File: src/rtl/rf_writeback_arbiter.sv
// Merges ALU and LSU results onto the single register-file write port.
// The LSU side is buffered in a small FIFO; RF_WB_FWD_EN adds a forwarding lookup.
module rf_writeback_arbiter #(
  parameter int addr_width = 5,
  parameter int XLEN       = 32,
  parameter int LSU_DEPTH  = 4
) (
  input  logic                          clk,
  input  logic                          rst,
  input  logic                          alu_valid,
  output logic                          alu_ready,
  input  logic [addr_width-1:0]         alu_addr,
  input  logic [XLEN-1:0]               alu_data,
  input  logic                          lsu_valid,
  output logic                          lsu_ready,
  input  logic [addr_width-1:0]         lsu_addr,
  input  logic [XLEN-1:0]               lsu_data,
  output logic                          rd_write_enable,
  output logic [addr_width-1:0]         rd_addr,
  output logic [XLEN-1:0]               rd_data_in,
  output logic [$clog2(LSU_DEPTH):0]    pending,
  input  logic [addr_width-1:0]         fwd_addr,
  output logic                          fwd_hit,
  output logic [XLEN-1:0]               fwd_data
);

  localparam int PW = $clog2(LSU_DEPTH);
  localparam int CW = PW + 1;

  logic [addr_width-1:0] fifo_addr [LSU_DEPTH];
  logic [XLEN-1:0]       fifo_data [LSU_DEPTH];
  logic [PW-1:0]         head;
  logic [PW-1:0]         tail;
  logic [CW-1:0]         count;

  logic                  full;
  logic                  empty;
  logic                  sel_fifo;
  logic                  sel_alu;
  logic                  sel_byp;
  logic                  sel_any;
  logic                  pop;
  logic                  push;
  logic [addr_width-1:0] sel_addr;
  logic [XLEN-1:0]       sel_data;

  assign full  = (count == CW'(LSU_DEPTH));
  assign empty = (count == '0);

  // A full FIFO outranks the ALU so the LSU can always be accepted.
  assign sel_fifo = full || (!alu_valid && !empty);
  assign sel_alu  = !full && alu_valid;
  assign sel_byp  = empty && !alu_valid && lsu_valid;
  assign sel_any  = sel_fifo || sel_alu || sel_byp;

  assign pop       = !rst && sel_fifo;
  assign alu_ready = !rst && !full;
  assign lsu_ready = !rst && (!full || pop);
  assign push      = lsu_valid && lsu_ready && !sel_byp;

  assign sel_addr = sel_fifo ? fifo_addr[head] : (sel_alu ? alu_addr : lsu_addr);
  assign sel_data = sel_fifo ? fifo_data[head] : (sel_alu ? alu_data : lsu_data);

  assign pending = count;

  always_ff @(posedge clk) begin
    if (push) begin
      fifo_addr[tail] <= lsu_addr;
      fifo_data[tail] <= lsu_data;
    end
  end

  always_ff @(posedge clk or posedge rst) begin
    if (rst) begin
      head  <= '0;
      tail  <= '0;
      count <= '0;
    end else begin
      if (push) tail <= tail + 1'b1;
      if (pop)  head <= head + 1'b1;
      count <= count + CW'(push) - CW'(pop);
    end
  end

  // Writes to x0 still use their slot; only the enable is suppressed.
  always_ff @(posedge clk or posedge rst) begin
    if (rst) begin
      rd_write_enable <= 1'b0;
      rd_addr         <= '0;
      rd_data_in      <= '0;
    end else begin
      rd_write_enable <= sel_any && (sel_addr != '0);
      if (sel_any) begin
        rd_addr    <= sel_addr;
        rd_data_in <= sel_data;
      end
    end
  end

`ifdef RF_WB_FWD_EN
  logic [PW-1:0] fwd_idx;

  // Scan oldest to youngest so the youngest matching entry overrides.
  always_comb begin
    fwd_hit  = 1'b0;
    fwd_data = '0;
    fwd_idx  = '0;
    if (fwd_addr != '0) begin
      if (rd_write_enable && (rd_addr == fwd_addr)) begin
        fwd_hit  = 1'b1;
        fwd_data = rd_data_in;
      end
      for (int i = 0; i < LSU_DEPTH; i++) begin
        fwd_idx = head + PW'(i);
        if ((CW'(i) < count) && (fifo_addr[fwd_idx] == fwd_addr)) begin
          fwd_hit  = 1'b1;
          fwd_data = fifo_data[fwd_idx];
        end
      end
    end
  end
`else
  logic unused_fwd;
  assign unused_fwd = ^fwd_addr;
  assign fwd_hit    = 1'b0;
  assign fwd_data   = '0;
`endif

endmodule

File: config.mk
export PLATFORM = sky130hd
export DESIGN_NAME = rf_writeback_arbiter
export DESIGN_NICKNAME = d
export VERILOG_FILES = /design/src/rtl/rf_writeback_arbiter.sv
export SDC_FILE = /design/constraint.sdc
export NUM_CORES = 1
export LEC_CHECK = 0
export ABC_AREA = 1
export CORE_ASPECT_RATIO = 1.25
export CORE_UTILIZATION = 40
export DETAILED_ROUTE_END_ITERATION = 10
export GPL_ROUTABILITY_DRIVEN = 0
export PLACE_DENSITY = 0.71
export SLEW_MARGIN = 20
export SYNTH_ARGS = -nofsm -noshare
export SYNTH_HDL_FRONTEND = slang
export SYNTH_SLANG_ARGS = --single-unit
File: constraint.sdc
create_clock -name clk -period 8.5 [get_ports clk]
set_clock_uncertainty 0.1 [all_clocks]
set_input_delay 1.7 -clock clk [delete_from_list [all_inputs] [get_ports clk]]
set_output_delay 1.7 -clock clk [all_outputs]
set_load 0.05 [all_outputs]
==> impl_metrics.py <==
metrics = {
    "clock_tree": {
        "tritoncts": "done",
        "clock_tree.root_cell": "clkbuf_16",
        "clock_transition_at_the_register_clock_pins_on_the_worst_setup_and_hold_paths_after_cts_ps": 70,
        "clkSinkCount": 193,
        "clock_latency_ps": 430,
        "cts_inserted_buffers": 17,
        "cts_hold_buf": 0,
        "cts_setup_buffers": 0,
        "max-clock-path-buffers": 2,
        "cts_repair_resize_count": 0,
        "cts_max_level": 4,
    },
    "pwr": {
        "pwr-share-seq": 0.352,
        "net-switching-power_mw": 1.50,
        "power.leakage_nw": 3.68,
        "vdd_drop_max_mv": 0.301,
        "p_clk_frac": 0.226,
        "sw_frac_of_total": 0.408,
        "p_per_area_nw_per_um2": 360,
        "cell_internal_pwr_mw": 2.17,
        "power_frac_comb": 0.422,
    },
    "hold_path": {
        "min-delay-path-class": "register to register",
    },
    "placed_design": {
        "port_buffers": 120,
        "dpl.hpwl_um": 11200,
    },
    "outcome": {
        "outcome": "completed",
    },
    "finish": {
        "fin_nets": 904,
        "layout.cells.most_common_list": "edfxtp_1 (148), clkdlybuf4s50_1 (120), nor2_1 (102)",
        "area_growth_pct": 22.9,
        "final_common_cell": "edfxtp_1",
        "antenna-diode-count": 0,
        "fillerInstances": 1785,
        "post_route_cells_drive_above_1_share": 0.0726,
    },
    "drt": {
        "postRouteAntennaNets": 0,
        "via_count": 5656,
        "router_iterations_before_antenna_repair": 5,
        "routed_wl_um": 19200,
        "drc_violations_left": 0,
        "detail_route.wl_per_cell_um": 17.5,
        "detailedRoute.firstIterationViolations": 446,
        "post_drt_via_cell_ratio": 5.16,
    },
    "sta": {
        "finalSetupTns_ps": 0,
        "maxSlewHeadroom": 0.267,
        "final_count_of_negative_setup_slack_endpoints": 0,
        "min_period_over_period": 0.582,
        "achievable-frequency_mhz": 202,
        "slew_viol_final": 0,
        "final_worst_hold_slack_ps": 390,
        "worst-slew-pin-transition_ps": 1090,
        "timing_hold_violations_final": 0,
        "finalWorstPathRequiredPeriod_ps": 4950,
        "setup_repair_after_global_routing_missed_its_margin": "false",
    },
    "logic_synthesis": {
        "number_of_unique_standard_cell_types_used_by_synthesis": 30,
        "syn_inst": 714,
        "synth_sequential_area_ratio": 0.671,
        "summed_instance_area_of_the_synthesized_netlist_um2": 8300,
        "postSynthAreaPerCell_um2": 11.6,
        "synth.ff_latch_count": 193,
        "yosys_warnings": 0,
    },
    "setup_path": {
        "timing.reg2reg.setup_slack_ps": 5570,
        "timing.critical_path.to_type": "output pin",
        "worstPathRequired_ps": 6700,
        "critical_path_arrival_ps": 3150,
        "worst_setup_path_start_kind": "input pin",
        "setup.worst_path.class": "input pin to output pin",
        "worst-path-max-fanout": 4,
    },
    "floorplan": {
        "row_count": 58,
        "fp.coreArea_um2": 20200,
        "design.die.area_um2": 21300,
        "initial_utilization": 0.410,
        "die_h_um": 163,
        "top_level_ports": 159,
        "floorplan.die.width_um": 131,
    },
    "global_route": {
        "grt_first_pass_wirelength_um": 30000,
        "grt-ovfl-total": 0,
        "pin_count_of_the_biggest_net_entering_global_routing": 78,
        "vias_in_the_first_global_route": 5659,
        "grt_antenna_before_repair": 0,
        "gr-usage-all-layers": 0.191,
    },
    "run": {
        "timing.max_cap.violations": 0,
    },
}
==> state kept, by name, indices dropped and copies added (netlist names) <==
register	count
pending	3
head	2
rd_addr	5
rd_data_in	32
tail	2
fifo_data	128
rd_write_enable	1
fifo_addr	20
==> routing by layer <==
metal  vias to the layer above  track usage  share of wire
li1                       2680            -              -
met1                      2775        0.246           0.44
met2                       184        0.318           0.50
met3                        17       0.0380          0.049
met4                         0       0.0674          0.013
met5                         -            0              0
==> cells by family after synthesis <==
logic type	synth area share
adder cells (fa/ha/maj)	0.0115
buffers and inverters	0.0675
AO/OA/AOI/OAI	0.156
AND/OR/NAND/NOR	0.0887
flip-flops	0.671
other	0.000452
XOR/XNOR	0.00527
==> power groups by stage <==
stage               clock network [mW]  registers (mW)  logic [mW]
detailed placement                   0            1.31        1.56
finish                           0.828            1.29        1.55
floorplan                            0            1.64       0.762
global route                     0.878            1.32        1.68
CTS                              0.838            1.30        1.57
global placement                     0            1.31        1.54
==> cell type report <==
type,instances,area (um^2),area share
clock buffer,18,439,0.0430
clock inverter,14,180,0.0177
inverter,19,73.8,0.00724
multi-input combinational,455,2340,0.229
sequential,193,5570,0.546
tap,270,338,0.0331
timing repair buffer,128,1260,0.124
==> metrics by stage <==
stage	area (um^2)	cells	setup WS [ps]	total power [mW]	utilization
2_1_floorplan	8420	746	3300	2.41	-
3_3_place_gp	9580	1065	3560	2.85	0.473
3_5_place_dp	9580	1065	3550	2.88	0.473
4_1_cts	10200	1097	3550	3.70	0.504
5_1_grt	10200	1097	3490	3.88	0.504
6_report	10200	1097	3550	3.67	0.504
==> worst max-delay path, stage by stage <==
cell             delay (ps)
clkdlybuf4s50_1         480
a21oi_1                 150
clkdlybuf4s50_1         820
==> final timing paths <==
check,startpoint,endpoint,cells past startpoint
max,rst,alu_ready,3
min,rd_data_in[5],rd_data_in[5],2
max reg2reg,pending[1],pending[2],8
min reg2reg,rd_data_in[5],rd_data_in[5],2
max in group asynchronous,rst,head[0],3
min in group asynchronous,rst,rd_data_in[23],3
==> synthesized netlist by cell type (all sizes together) <==
library cell | count | share of area
o21ai | 106 | 0.065
dfrtp | 45 | 0.14
nor2 | 109 | 0.052
conb | 1 | 0.00045
buf | 63 | 0.052
o21bai | 30 | 0.027
xor2 | 4 | 0.0042
xnor2 | 1 | 0.0011
edfxtp | 148 | 0.54
fa | 1 | 0.0024
clkbuf | 16 | 0.0072
nand3 | 20 | 0.013
a21oi | 62 | 0.037
nand2 | 49 | 0.024
o211ai | 2 | 0.0018
o221ai | 2 | 0.0021
inv | 19 | 0.0086
o22ai | 30 | 0.023
ha | 6 | 0.0090
(Power assumes the default switching activity.)
